$ cat src/rtl/if_stage.sv
`default_nettype none
// ============================================================================
//  Module      : if_stage
//  Description : Instruction-fetch stage. Owns the program counter, fetches
//                from instruction memory over a req/ack handshake, and loads
//                the IF/ID pipeline register. It also has a one-entry skid
//                buffer that catches an instruction acked while ID is stalled.
//  Revision    : 1.0 - initial release
// ============================================================================
module if_stage #(
    parameter logic [31:0] RESET_PC = 32'h0000_0000
) (
    input  logic        clk_i,
    input  logic        rst_i,
    input  logic        start_i,
    input  logic        stall_i,
    input  logic        flush_i,
    input  logic        redirect_i,
    input  logic [31:0] redirect_pc_i,
    output logic        imem_req_o,
    output logic [31:0] imem_addr_o,
    input  logic        imem_ack_i,
    input  logic [31:0] imem_data_i,
    output logic [31:0] pc_o,
    output logic        if_id_valid_o,
    output logic [31:0] if_id_instr_o,
    output logic [31:0] if_id_pc4_o
);

    // Force the reset PC onto a word boundary.
    localparam logic [31:0] c_reset_pc = {RESET_PC[31:2], 2'b00};

    typedef enum logic [1:0] {
        ST_IDLE = 2'd0,
        ST_REQ  = 2'd1,
        ST_HOLD = 2'd2
    } state_t;

    state_t      r_state;
    logic [31:0] r_pc;
    logic        r_if_id_valid;
    logic [31:0] r_if_id_instr;
    logic [31:0] r_if_id_pc4;
    logic        r_skid_valid;
    logic [31:0] r_skid_instr;
    logic [31:0] r_skid_pc4;

    logic [31:0] w_pc_plus4;
    logic [31:0] w_redirect_pc;
    logic        w_unused_bits;

    // Wraps modulo 2^32, so 32'hFFFF_FFFC steps to 32'h0.
    assign w_pc_plus4    = r_pc + 32'd4;
    // The low two bits of a redirect target are dropped.
    assign w_redirect_pc = {redirect_pc_i[31:2], 2'b00};
    assign w_unused_bits = ^redirect_pc_i[1:0];

    // The request comes only from state, and the address comes only from the PC register.
    assign imem_req_o    = (r_state == ST_REQ);
    assign imem_addr_o   = r_pc;
    assign pc_o          = r_pc;
    assign if_id_valid_o = r_if_id_valid;
    assign if_id_instr_o = r_if_id_instr;
    assign if_id_pc4_o   = r_if_id_pc4;

    // Fetch FSM: this block updates the PC, the IF/ID register and the skid buffer.
    always_ff @(posedge clk_i or negedge rst_i) begin
        if (!rst_i) begin
            r_state       <= ST_IDLE;
            r_pc          <= c_reset_pc;
            r_if_id_valid <= 1'b0;
            r_if_id_instr <= 32'h0;
            r_if_id_pc4   <= 32'h0;
            r_skid_valid  <= 1'b0;
            r_skid_instr  <= 32'h0;
            r_skid_pc4    <= 32'h0;
        end else begin
            case (r_state)
                ST_IDLE: begin
                    // In IDLE, flush is ignored. A redirect still moves the PC.
                    if (redirect_i) begin
                        r_pc <= w_redirect_pc;
                    end
                    if (start_i) begin
                        r_state <= ST_REQ;
                    end
                end

                ST_REQ: begin
                    if (redirect_i) begin
                        // Drop any ack in this cycle. IF/ID only holds its value on a stall with no flush.
                        r_pc         <= w_redirect_pc;
                        r_skid_valid <= 1'b0;
                        if (flush_i || !stall_i) begin
                            r_if_id_valid <= 1'b0;
                            r_if_id_instr <= 32'h0;
                        end
                    end else if (flush_i) begin
                        r_if_id_valid <= 1'b0;
                        r_if_id_instr <= 32'h0;
                    end else if (imem_ack_i) begin
                        r_pc <= w_pc_plus4;
                        if (stall_i) begin
                            // ID cannot accept the word yet, so park it in the skid buffer.
                            r_skid_valid <= 1'b1;
                            r_skid_instr <= imem_data_i;
                            r_skid_pc4   <= w_pc_plus4;
                            r_state      <= ST_HOLD;
                        end else begin
                            r_if_id_valid <= 1'b1;
                            r_if_id_instr <= imem_data_i;
                            r_if_id_pc4   <= w_pc_plus4;
                        end
                    end else if (!stall_i) begin
                        // Waiting on memory: insert a bubble and keep pc4.
                        r_if_id_valid <= 1'b0;
                        r_if_id_instr <= 32'h0;
                    end
                end

                ST_HOLD: begin
                    if (redirect_i) begin
                        r_pc         <= w_redirect_pc;
                        r_skid_valid <= 1'b0;
                        r_state      <= ST_REQ;
                        if (flush_i || !stall_i) begin
                            r_if_id_valid <= 1'b0;
                            r_if_id_instr <= 32'h0;
                        end
                    end else if (flush_i) begin
                        // Stay in HOLD and keep the skid contents.
                        r_if_id_valid <= 1'b0;
                        r_if_id_instr <= 32'h0;
                    end else if (!stall_i) begin
                        r_if_id_valid <= r_skid_valid;
                        r_if_id_instr <= r_skid_instr;
                        r_if_id_pc4   <= r_skid_pc4;
                        r_skid_valid  <= 1'b0;
                        r_state       <= ST_REQ;
                    end
                end

                default: begin
                    r_state <= ST_IDLE;
                end
            endcase
        end
    end

endmodule
`default_nettype wire

$ cat config.mk
export PLATFORM = sky130hd
export DESIGN_NAME = if_stage
export DESIGN_NICKNAME = d
export VERILOG_FILES = /design/src/rtl/if_stage.sv
export SDC_FILE = /design/constraint.sdc
export NUM_CORES = 1
export LEC_CHECK = 0
export CAP_MARGIN = 20
export CORE_AREA = 5 5 140 142
export DETAILED_ROUTE_END_ITERATION = 6
export DIE_AREA = 0 0 145 147
export PLACE_DENSITY = 0.84
export SKIP_CTS_REPAIR_TIMING = 1
export SYNTH_ARGS = -nofsm -noshare
export SYNTH_HDL_FRONTEND = slang
export SYNTH_SLANG_ARGS = --single-unit
$ cat constraint.sdc
create_clock -name clk_i -period 2.1 [get_ports clk_i]
set_input_delay 0.42 -clock clk_i [delete_from_list [all_inputs] [get_ports clk_i]]
set_output_delay 0.42 -clock clk_i [all_outputs]
set_load 0.02 [all_outputs]
* Yosys cells after proc, flatten, opt, wreduce, memory -nomap -nowiden
Index checks and enable logic that the tools add are counted.
W data, S select, Z words.
** Word-level totals
- Bits in registers :: 164
** Cells by class
- Add/subtract/negate cells :: 1
- Equal/unequal tests :: 19
- Mux-type cells :: 49
- Bitwise logic cells :: 2
- Reduce and logical (&&, ||, !) cells :: 12
** Operator list (number)
- $mux W32 :: 20
- $pmux W32 S2 :: 3
- $add A32 B3 Y32 const B :: 1
- $mux W2 :: 8
- $ne A2 B2 Y1 const B :: 8
- $mux W1 :: 15
- $ne A3 B3 Y1 const B :: 4
- $ne A4 B4 Y1 const B :: 2
- $reduce_and A8 Y1 :: 1
- $reduce_and A7 Y1 :: 1
- $pmux W2 S3 :: 1
- $reduce_and A6 Y1 :: 1
- $reduce_and A5 Y1 :: 1
- $ne A2 B1 Y1 const B :: 2
- $pmux W1 S2 :: 2
- $reduce_and A4 Y1 :: 1
- $reduce_bool A2 Y1 :: 2
- $ne A3 B2 Y1 const B :: 1
- $reduce_and A3 Y1 :: 1
- $eq A2 B1 Y1 const B :: 1
- $eq A2 B2 Y1 const B :: 1
- $logic_not A2 Y1 :: 1
- $not A1 Y1 :: 2
- $reduce_or A2 Y1 :: 1
- other kinds (2) :: 2

* Longest topological paths before layout
Gate-level depths: netlist (run 1).
- Depth after elaboration :: 6
- Mapped depth :: 10
- Depth with buffers taken out :: 7

* Least setup slack after synthesis (run 1)
OpenSTA, ideal clock, no wires.
- Kind :: register to register
- From :: register r_state[1]
- To :: register r_if_id_pc4[19], in the netlist if_id_pc4_o[19]
- Library setup time :: 0.083 ns
- Data arrival time :: 2.110 ns
- Data required time :: 2.017 ns
- Path slack :: -0.093 ns
- Stages on the path, launching flop included :: 11
- Clock period less this slack :: 2.193 ns
- Path through :: dfrtp_1 > inv_1 > ha_1 > buf_2 > inv_1 > o21ai_1 > a21o_1 > buf_2 > buf_2 > nand2_1 > o21ai_0
** Between the ends
- Longest elaborated chain between the ends :: 3
- Elaborated cells on any way between the ends :: 12
- Those cells by class :: 9 x eq/ne; 1 x mux; 2 x reduce/logical
** RTL lines
- start, declared :: RTL line 39 : state_t r_state;
- start signal, assigned :: RTL line 69 : r_state <= ST_IDLE;
- start signal, assigned :: RTL line 85 : r_state <= ST_REQ;
- start signal, assigned :: RTL line 108 : r_state <= ST_HOLD;
- $eq A2 B1 Y1 (*)
- via imem_req_o :: RTL line 20 : output logic imem_req_o,
- $ne A2 B2 Y1 (no line) (tied with other cells)
- $reduce_and A8 Y1 (no line)
- end signal, assigned :: RTL line 112 : r_if_id_pc4 <= w_pc_plus4;
- end signal, assigned :: RTL line 137 : r_if_id_pc4 <= r_skid_pc4;
- end, declared :: RTL line 43 : logic [31:0] r_if_id_pc4;
The timed path passes the listed nets; every way through them passes the cells marked *.
A chain may end at the register's enable or synchronous reset.

* Worst setup path after layout (run 1)
- From :: register r_pc[13], in the netlist imem_addr_o[13]
- To :: output port imem_addr_o[13]
** RTL lines
- start, declared :: RTL line 40 : logic [31:0] r_pc;
- start signal, assigned :: RTL line 70 : r_pc <= c_reset_pc;
- start signal, assigned :: RTL line 82 : r_pc <= w_redirect_pc;
- start signal, assigned :: RTL line 92 : r_pc <= w_redirect_pc;
- end, declared :: RTL line 21 : output logic [31:0] imem_addr_o,
No word-level cell between the ends.

==> impl_metrics.json, run 1 <==
{
  "status": "completed",
  "vias": 7089,
  "wl_met3_um": 1400,
  "finalMaxSlewViolations": 0,
  "cp-start-kind": "register",
  "grt_pass1_vias": 7230,
  "hold_end": "if_id_pc4_o[10]$_DFFE_PN0P_",
  "final_core_util_pct": 60.8,
  "max_clock_freq_mhz": 487,
  "final.period_utilization_pct": 97.8,
  "grt_usage_pct": 21.6,
  "first_pass_iters": 5,
  "finalHoldViolCount": 0,
  "critPathSlowestCell": "clkdlybuf4s50_1",
  "ant_nets": 0,
  "design_area_um2": 11100,
  "critPathMaxStageDelay_ns": 0.60,
  "grt-ovfl-total": 0,
  "r2r-start": "imem_addr_o[2]$_DFFE_PN0P_",
  "clock_path_buffers": 2,
  "final_common_cell": "clkdlybuf4s50_1",
  "die_x_um": 145,
  "io_buffer_count": 192,
  "crit_arrival_ns": 1.63,
  "finalNonFillerCells": 1270,
  "whs_path_depth": 1,
  "power.density_nw_per_um2": 1660,
  "cp-end-kind": "output port",
  "synth_seq_cells": 158,
  "die_area_um2": 21300,
  "final_cell_mix": "clkdlybuf4s50_1 (180), dfrtp_1 (156), nand2_1 (117), o21ai_0 (90), buf_4 (68)",
  "reg2reg_depth": 7,
  "skew_ns": 0.00733,
  "required_ns": 1.68,
  "synth_enable_flop_cells": 0,
  "seq_area_frac_synth_pct": 49.4,
  "cp_top_family": "buffers and inverters",
  "peakVddDrop_mv": 1.00,
  "core_um2": 18300,
  "rows": 50,
  "drtIter0Drc": 624,
  "antenna_cells": 0,
  "avgSynthCellArea_um2": 9.74,
  "hold_slack_ns": 0.473,
  "die_y_um": 147,
  "async_flop_share_pct": 100,
  "clock-root-buffer": "clkbuf_16",
  "synthCells": 821,
  "nets": 1098,
  "hpwl_um": 16400,
  "critPathBufInv": 2,
  "clock-sinks": 158,
  "viasPerCell": 5.58,
  "wl_met2_um": 11100,
  "period_minus_slack_ns": 2.05,
  "drv_cap": 0,
  "synth_flop_cell": "dfrtp_1",
  "clk_pin_slew_ns": 0.06,
  "cellLeakagePower_nw": 4.75,
  "rrSetupSlack_ns": 0.08,
  "start_util_pct": 43.6,
  "rsz0062_at_grt": "false",
  "m1WireLength_um": 10200,
  "crit_fanout": 5,
  "numPlacedInstances": 1237,
  "relSlewSlack_pct": 64.3,
  "area_growth_pct": 39.3,
  "synth.cell_area_um2": 8000,
  "yosys.cell_types.count": 65,
  "worstMarginPinSlew_ns": 0.536,
  "place_congestion": 0.904,
  "grt_max_degree": 57,
  "hold_start": "if_id_pc4_o[10]$_DFFE_PN0P_",
  "insertion_delay_ns": 0.43,
  "yosys_warnings": 0,
  "antenna_found_initial": 0,
  "hold_path_class": "reg -> reg",
  "cts_buffers": 17,
  "num-fill-cells": 1410,
  "dpl_cell_area_um2": 10500,
  "routed.top_layer": "met4",
  "routed_wl_um": 23300,
  "wire_per_inst_um": 18.3,
  "critical_path_class": "reg -> out",
  "path_cells": "buf_4 > clkdlybuf4s50_1",
  "io_pins": 201,
  "drcViolationCount": 0,
  "htreeDepth": 4,
  "cts_tree": "built",
  "reg2reg_to": "if_id_pc4_o[8]$_DFFE_PN0P_",
  "grt_pass1_wl_um": 37800,
  "finalSetupViolations": 0,
  "drive_above_1_share_pct": 17.6
}
## cell usage after synthesis, drive strengths merged, types with 4 or more instances
library cell	n	share of area [%]
dfrtp	158	49
nand2	118	5.6
o21ai	97	6.1
buf	52	4.5
clkbuf	44	2.2
mux2	38	5.4
a22oi	35	3.3
a21oi	34	2.3
nor2	32	1.5
nand3	23	1.6
nor3	19	1.2
inv	15	0.70
nand4	15	1.5
o211ai	15	1.5
xnor2	14	1.5
a31oi	11	0.86
o22ai	11	0.86
a2bb2oi	10	1.1
and3	10	0.80
xor2	9	0.99
and4	7	0.84
nor4	6	0.74
ha	4	0.63
mux2i	4	0.50
o21a	4	0.38
## kinds of logic (layout without fill, tap and decap cells)
family | after synthesis | in the layout | share of synthesized area [%]
compound gates | 239 | 239 | 18.8
xor+xnor | 23 | 23 | 2.52
fa+ha+maj | 4 | 4 | 0.626
buf+inv | 112 | 322 | 7.78
flops | 158 | 158 | 49.4
mux | 42 | 42 | 5.90
other cells | 1 | 6 | 0.0469
simple gates | 242 | 242 | 14.9
## where the power goes
group          switching (W)  leakage (nW)  internal [W]
clock network        0.00134         0.281       0.00184
logic                0.00542          2.49       0.00451
registers           0.000959          1.98       0.00442
## how the worst max path moves through the flow
stage                                startpoint                     endpoint  slack (ns)  cells after the start
CTS                      r_state[1]$_DFFE_PN0P_                   imem_req_o       -0.25                      3
floorplan            imem_addr_o[2]$_DFFE_PN0P_  if_id_pc4_o[26]$_DFFE_PN0P_       0.002                      7
global placement                     redirect_i  r_skid_instr[5]$_DFFE_PN0P_       -0.11                      6
finish              imem_addr_o[13]$_DFFE_PN0P_              imem_addr_o[13]        0.05                      2
detailed placement                   redirect_i  r_skid_instr[1]$_DFFE_PN0P_       -0.15                      6
global route             r_state[0]$_DFFE_PN0P_  if_id_pc4_o[25]$_DFFE_PN0P_       0.004                      8
## per-layer routing
layer	vias up	global-route usage [%]
met3	45	4.69
met4	0	7.67
met1	3453	29.6
met5	-	0
met2	282	34.0
li1	3309	-
## cell type report
| cell class | count | area (um2) | area share (%) |
|---|---|---|---|
| tap | 234 | 293 | 2.63 |
| timing repair buffer | 275 | 2750 | 24.7 |
| clock inverter | 13 | 153 | 1.37 |
| inverter | 15 | 56.3 | 0.505 |
| sequential | 158 | 3960 | 35.5 |
| clock buffer | 19 | 453 | 4.06 |
| multi-input combinational | 556 | 3480 | 31.2 |
## flip-flops by register name, indices dropped and copies added, names as in the netlist
register,cells
if_id_instr_o,32
r_skid_instr,32
if_id_pc4_o,30
imem_addr_o,30
r_skid_pc4,30
r_state,2
if_id_valid_o,1
r_skid_valid,1
## stage by stage
step                      power, W  TNS, ns  setup slack, ns
final                       0.0185        0           0.0472
after global routing        0.0196        0          0.00374
after CTS                   0.0185   -0.253           -0.253
after detailed placement    0.0153    -8.32           -0.147
after global placement      0.0150    -4.46           -0.107
after floorplan             0.0110        0          0.00174
(Power assumes the default switching activity.)
==> inputs of run 2 (changes only) <==
GPL_TIMING_DRIVEN = 0   (was not set)
==> run 2 against run 1 <==
  * Routed wire length up 13%
  * Die area did not move
  * Non-clock buffer count rose by 36
  * Register-to-register slack lost 0.05 ns
  * Utilization is 1.1 points higher
  * Critical endpoint is now if_id_pc4_o[25]$_DFFE_PN0P_
  * Via count rose by 7.1%
==> impl_metrics.json, run 2 (synthesized netlist as in run 1, its figures left out) <==
{
  "status": "completed",
  "finalHoldViolCount": 0,
  "htreeDepth": 4,
  "max_clock_freq_mhz": 483,
  "clkPwrFrac_pct": 16.0,
  "netSwitchingFraction_pct": 42.7,
  "p_sw_w": 0.00809,
  "grt_usage_pct": 23.7,
  "routed_wl_um": 26300,
  "worst_slack_ns": 0.0286,
  "cp-end-kind": "register",
  "first_pass_iters": 6,
  "internal-power_w": 0.0108,
  "rsz0062_at_grt": "true",
  "hold_path_class": "in -> async",
  "drv_cap": 0,
  "die_x_um": 145,
  "final_cell_mix": "clkdlybuf4s50_1 (186), dfrtp_1 (134), nand2_1 (116), o21ai_0 (90), buf_4 (67)",
  "grt_max_degree": 81,
  "io_pins": 201,
  "drcViolationCount": 0,
  "antenna_found_initial": 0,
  "peakVddDrop_mv": 0.983,
  "place_congestion": 0.938,
  "critPathMaxStageDelay_ns": 0.52,
  "final_common_cell": "clkdlybuf4s50_1",
  "clock-sinks": 158,
  "grt_pass1_wl_um": 40700,
  "dpl_cell_area_um2": 10200,
  "cp_top_family": "simple AND/OR/NAND/NOR gates",
  "num-fill-cells": 1465,
  "rrSetupSlack_ns": 0.03,
  "power_frac_seq_pct": 30.3,
  "grt-ovfl-total": 0,
  "numPlacedInstances": 1251,
  "required_ns": 2.40,
  "antenna_cells": 0,
  "vias": 7590,
  "cts_buffers": 17,
  "place_ws_ns": -0.755,
  "cellLeakagePower_nw": 4.79,
  "grt_pass1_vias": 7409,
  "path_cells": "clkbuf_4 > and4_4 > nand4_4 > or4_4 > xor2_4 > o211ai_2",
  "finalNonFillerCells": 1306,
  "hold_slack_ns": 0.0232,
  "crit_arrival_ns": 2.37,
  "core_um2": 18300,
  "clock-root-buffer": "clkbuf_16",
  "die_y_um": 147,
  "nets": 1134,
  "ant_nets": 0,
  "start_util_pct": 43.6,
  "cts_tree": "built",
  "die_area_um2": 21300,
  "viasPerCell": 5.81,
  "worstMarginPinSlew_ns": 0.723,
  "critPathSlowestCell": "or4_4",
  "power.density_nw_per_um2": 1670,
  "final_core_util_pct": 61.8,
  "wire_per_inst_um": 20.1,
  "area_growth_pct": 41.8,
  "cp-start-kind": "register",
  "finalMaxSlewViolations": 0,
  "final.period_utilization_pct": 98.6,
  "critical_path_class": "reg -> reg",
  "io_buffer_count": 190,
  "relSlewSlack_pct": 51.8,
  "drtIter0Drc": 827,
  "hpwl_um": 18500,
  "clock_path_buffers": 2,
  "clk_pin_slew_ns": 0.06,
  "critPathBufInv": 1,
  "crit_fanout": 9,
  "period_minus_slack_ns": 2.07,
  "finalSetupViolations": 0,
  "insertion_delay_ns": 0.44,
  "drive_above_1_share_pct": 23.6,
  "design_area_um2": 11300,
  "pwr-share-comb_pct": 53.7,
  "skew_ns": 0.0104,
  "rows": 50
}
[run 2: power groups by stage]
stage               Sequential [W]  Clock [W]  Combinational [W]
floorplan                  0.00627          0            0.00473
global placement           0.00560          0            0.00920
detailed placement         0.00568          0            0.00940
CTS                        0.00565    0.00303            0.00947
global route               0.00589    0.00318             0.0108
finish                     0.00573    0.00304             0.0102
[run 2: layout make-up]
type	count	area, um2	area share, %
sequential	158	3980	35.1
multi-input combinational	556	3660	32.3
timing repair buffer	217	2130	18.8
buffer	94	639	5.64
clock buffer	21	450	3.97
tap	234	293	2.58
clock inverter	11	118	1.04
inverter	15	56.3	0.497
[run 2: final timing paths]
path                                                     from                       endpoint  cells after the start
worst max-delay path              imem_addr_o[15]$_DFFE_PN0P_    if_id_pc4_o[25]$_DFFE_PN0P_                      6
worst min-delay path                                    rst_i    r_skid_instr[3]$_DFFE_PN0P_                      1
worst max register to register    imem_addr_o[15]$_DFFE_PN0P_    if_id_pc4_o[25]$_DFFE_PN0P_                      6
worst min register to register  if_id_instr_o[24]$_DFFE_PN0P_  if_id_instr_o[24]$_DFFE_PN0P_                      2
max in group asynchronous                               rst_i    imem_addr_o[17]$_DFFE_PN0P_                      2
min in group clk_i                                    flush_i      if_id_valid_o$_DFFE_PN0P_                      2
[run 2: stage by stage]
step / TNS [ns] / total power [W]
floorplan: 0 / 0.0110
detailed placement: -64.73 / 0.0151
global route: -0.206 / 0.0199
CTS: -39.09 / 0.0181
finish: 0 / 0.0189
global placement: -972.67 / 0.0148
[run 2: worst reg2reg max path, cell delays in order, from the launching register on]
cell and delay (ns):
dfrtp_1 0.38, clkbuf_4 0.21, and4_4 0.28, nand4_4 0.19, or4_4 0.52, xor2_4 0.24
o211ai_2 0.12
[run 2: metal layers]
layer	GRT usage, %	routed length, um	vias to the layer above
met5	0	0	-
met4	9.75	896	0
met3	5.68	2100	71
met2	38.3	12800	421
met1	30.9	10500	3717
li1	-	-	3381
==> edit 1: new RTL, config.mk and constraints of run 2 <==
Re-encode `state_t` (3 states) as one-hot, 3 bits wide.
--- a/src/rtl/if_stage.sv
+++ b/src/rtl/if_stage.sv
@@ -30,10 +30,10 @@
     // Force the reset PC onto a word boundary.
     localparam logic [31:0] c_reset_pc = {RESET_PC[31:2], 2'b00};
 
-    typedef enum logic [1:0] {
-        ST_IDLE = 2'd0,
-        ST_REQ  = 2'd1,
-        ST_HOLD = 2'd2
+    typedef enum logic [2:0] {
+        ST_IDLE = 3'b001,
+        ST_REQ  = 3'b010,
+        ST_HOLD = 3'b100
     } state_t;
 
     state_t      r_state;
Formal check against the unedited RTL: same outputs for any inputs over 4 cycles, from zero or initial values and one cycle with rst_i low; so few cycles prove little.
==> edit 1 against run 2 <==
- wire length fell by 9.5%
- synthesized area decreased by 1.7%
- final area fell by 2.4%
- cell count fell by 1.8%
- worst setup slack improved by 0.016 ns
- sequential cell count up 1
- total power shrank 15%
- synthesized cell count fell by 2.8%
- clock skew rose by 0.0035 ns
- critical path depth unchanged
- sequential share of layout area is 1.1 points higher
- critical endpoint is now if_id_pc4_o[27]
==> edit 1: results (changes against run 2) <==
- Worst-Skew Late Latency: 0.42 ns (was 0.44 ns)
- Hold_sp: flush_i
- Placed cell areas: 10,120 um2 (was 10,250 um2)
- Crit path kind: reg2reg (unchanged)
- Detailed Place HPWL: 16,640 um (was 18,460 um)
- DRT iter0 DRCs: 604 (was 827)
- Pre-CTS setup slack: -0.5365 ns (was -0.7550 ns)
- Final #Nets: 1,107 (was 1,134)
- Setup slack, reg-to-reg: 0.05 ns (was 0.03 ns)
- Clk_skew: 0.01385 ns (was 0.01035 ns)
- Maximum VDD drop: 0.7985 mV (was 0.9830 mV)
- Worst reg2reg startpoint: imem_addr_o[8] (was imem_addr_o[15])
- CP endpoint: if_id_pc4_o[27] (was if_id_pc4_o[25])
- Internal power: 9824 uW (was 10,840 uW)
- Status: completed (unchanged)
- Placed cells: 1,229 (was 1,251)
- Register area share after synthesis: 50.60% (was 49.44%)
- Largest cells by area after synthesis: dfrtp_1, o21ai_0, nand2_1 (unchanged)
- Routed wire length: 23,820 um (was 26,310 um)
- Filler cells: 1,488 (was 1,465)
- Worst-margin pin slew: 0.6429 ns (was 0.7228 ns)
- DR pass1 iterations: 5 (was 6)
- Vias in the first global route: 7,122 (was 7,409)
- Hold Crit Class: in2reg (was in2async)
- Fin Hold WS: 0.4572 ns (was 0.02315 ns)
- Largest net degree at the start of global routing: 122 (was 81)
- LEAKAGE: 0.004781 uW (was 0.004794 uW)
- Asr flop ratio synth: 100.0% (unchanged)
- Total GRT Usage: 21.41% (was 23.74%)
- Final GP Congestion: 0.8818 (was 0.9375)
- Distinct cells, synth: 53 (was 65)
- Mapped Avg Cell Area: 9.856 um2 (was 9.741 um2)
- Commonest cells in the netlist: dfrtp_1, nand2_1, o21ai_0 (unchanged)
- IO Port Bufs: 191 (was 190)
- Hold depth: 3
- First-pass GRT wire length: 37,420 um (was 40,650 um)
- Share of post-route cells with drive strength above 1: 21.78% (was 23.60%)
- Clk Tree Root Cell: clkbuf_16 (unchanged)
- H-tree lvl count: 4 (unchanged)
- Post-route insts no fill: 1,282 (was 1,306)
- WP data arrival: 2.35 ns (was 2.37 ns)
- Yosys warns: 0 (unchanged)
- DR vias: 7,155 (was 7,590)
- Top-area cell type share of the netlist area: 50.27% (was 49.44%)
- Initial antenna violation count: 1 (was 0)
- Final period util: 97.86% (was 98.64%)
[edit 1: cell count changes after synthesis, sizes merged, moves of 8 or more]
cell,change
a31oi,-8
buf,+12
clkbuf,-14
inv,-10
nand3,+9
nor2,+8
nor3,-12
xor2,+8
[edit 1: layer usage]
metal	GRT usage [%]	vias to the layer above	share of wire, %
met5	0	-	0
met4	8.380	0	3.3
met3	4.658	58	5.9
met2	35.22	325	50
met1	27.72	3515	41
li1	-	3257	-
[edit 1: logic make-up after synthesis]
logic type | share of synthesized area, %
and+or+nand+nor | 14.38
xor gates and xnor gates | 3.118
DFF | 50.60
other | 0.04768
buffers and inverters | 7.222
adders and majority gates | 0.1591
AOI/OAI and AO/OA | 19.03
muxes | 5.441
[edit 1: power groups by stage]
stage / sequential, uW / clock, uW / combinational [uW]
floorplan: 6060 / 0 / 3200
global placement: 5330 / 0 / 7060
detailed placement: 5380 / 0 / 7220
CTS: 5350 / 3110 / 7250
global route: 5620 / 3240 / 8140
finish: 5450 / 3070 / 7610
[edit 1: cell type report]
| class | instances | area (um2) | area share, % |
|---|---|---|---|
| Tap cell | 234 | 292.8 | 2.645 |
| Antenna cell | 1 | 2.502 | 0.02261 |
| Clock buffer | 22 | 474.2 | 4.284 |
| Buffer | 93 | 598.1 | 5.403 |
| Inverter | 5 | 18.77 | 0.1695 |
| Timing Repair Buffer | 214 | 2116 | 19.11 |
| Multi-Input combinational cell | 545 | 3451 | 31.17 |
| Clock inverter | 9 | 110.1 | 0.9947 |
| Sequential cell | 159 | 4006 | 36.19 |
[edit 1: critical path: stages (launching register included)]
cell and delay, ns:
dfrtp_2 0.48, nand4_1 0.25, nor4_4 0.33, buf_4 0.21
nand4_1 0.24, xor2_2 0.29, o211ai_1 0.12
==> edit 2: new RTL, config.mk and constraints of run 2 <==
Without the edit above. Reset style: synchronous (`rst_i`), changed in one clocked block.
--- a/src/rtl/if_stage.sv
+++ b/src/rtl/if_stage.sv
@@ -64,7 +64,7 @@
     assign if_id_pc4_o   = r_if_id_pc4;
 
     // Fetch FSM: this block updates the PC, the IF/ID register and the skid buffer.
-    always_ff @(posedge clk_i or negedge rst_i) begin
+    always_ff @(posedge clk_i) begin
         if (!rst_i) begin
             r_state       <= ST_IDLE;
             r_pc          <= c_reset_pc;
Formal check against the unedited RTL: differs if rst_i is asserted again (counterexample within 4 cycles, from zero or initial values and one cycle with rst_i low); with rst_i held inactive, the same outputs for 4 cycles.
==> edit 2 against run 2 <==
- the run now ends with DRC, setup timing left
- synthesized area is 5.2% lower
- synthesized cell count is 16% higher
- sequential cell count stayed put
- worst setup slack worse by 0.099 ns
- core utilization is 1.9 points lower
- final area is 3.0% lower
- die area stayed put
- maximum frequency is 4.6% lower
- wire length is 7.0% higher
- non-clock buffer count is 7 higher
- critical endpoint is now imem_addr_o[30]
Power is not compared: it rests on default switching activity, and its combinational part moved more than twofold at a synthesized area within 25%.
==> edit 2: results (changes against run 2) <==
- Failing checks: DRC, setup timing
- Status: finished, violations left (was completed)
- Placed cell areas: 9796 um2 (was 10,250 um2)
- Total GRT Usage: 23.70% (was 23.74%)
- Routed wire length: 28,150 um (was 26,310 um)
- Vias in the first global route: 7,722 (was 7,409)
- DRC Markers: 13 (was 0)
- Fin Hold WS: 0.4519 ns (was 0.02315 ns)
- Final #Nets: 1,255 (was 1,134)
- DRT iter0 DRCs: 1,594 (was 827)
- Fin worst setup slack: -0.07087 ns (was 0.02861 ns)
- Multiplexer share of the synthesized area: 0.3960% (was 5.898%)
- WP data arrival: 2.55 ns (was 2.37 ns)
- Clk_skew: 0.005463 ns (was 0.01035 ns)
- First-pass GRT wire length: 41,320 um (was 40,650 um)
- Met3 global-route usage: 5.367% (was 5.676%)
- Largest net degree at the start of global routing: 17 (was 81)
- Hold Crit Class: reg2reg (was in2async)
- # setup viols final: 6 (was 0)
- Synth Area in Compound Gates: 23.22% (was 18.76%)
- Distinct cells, synth: 60 (was 65)
- Met3 WL: 2944 um (was 2102 um)
- Mapped Avg Cell Area: 7.965 um2 (was 9.741 um2)
- Adder-cell share of the synthesized area: 0.6601% (was 0.6258%)
- Slew HR: 46.17% (was 51.81%)
- GR Util met2: 38.31% (was 38.26%)
- Share of post-route cells with drive strength above 1: 19.20% (was 23.60%)
- Setup TNS: -0.1374 ns (was 0 ns)
==> edit 2: cell types whose count changed after synthesis, moves of 16 or more <==
cell / change
mux2_2: -37
o21ai_0: -54
a21oi_1: +85
nand2_1: +37
dfrtp_1: -158
dfxtp_1: +158
nand3_1: +27
nor2_1: +16
or2_2: +25
==> edit 2: final timing paths <==
check / to / cells past startpoint
worst min register to register: if_id_instr_o[15] / 2
worst max-delay path: imem_addr_o[30] / 7
worst min-delay path: if_id_instr_o[15] / 2
worst max register to register: imem_addr_o[30] / 7
==> edit 2: logic make-up after synthesis <==
logic type | after synthesis
and+or+nand+nor | 350
AOI/OAI and AO/OA | 281
DFF | 158
buffers and inverters | 127
xor gates and xnor gates | 28
adders and majority gates | 4
muxes | 3
other | 1
==> edit 2: report_power, final <==
| group | total, uW | internal, uW | switching [uW] | leakage [uW] |
|---|---|---|---|---|
| Clock | 3190 | 1910 | 1280 | 0.000297 |
| Sequential | 3400 | 3170 | 225 | 0.00129 |
| Combinational | 2230 | 972 | 1260 | 0.00236 |
| Total | 8820 | 6050 | 2760 | 0.00395 |
==> edit 2: cell type report <==
class	count	area (um2)	share of cell area, %
buffer	113	716.9	6.522
inverter	13	48.80	0.4439
sequential	158	3197	29.08
timing repair buffer	205	2029	18.46
antenna	2	5.005	0.04553
tap	234	292.8	2.663
clock inverter	8	103.9	0.9447
multi-input combinational	672	4098	37.28
clock buffer	24	501.7	4.564
==> edit 2: tightest hold or removal path, delay by kind of cell, from the launching register on <==
kind / cells / cell delay [ns]
AO/OA/AOI/OAI: 1 / 0.05
flip-flops: 1 / 0.31
AND/OR/NAND/NOR: 1 / 0.05
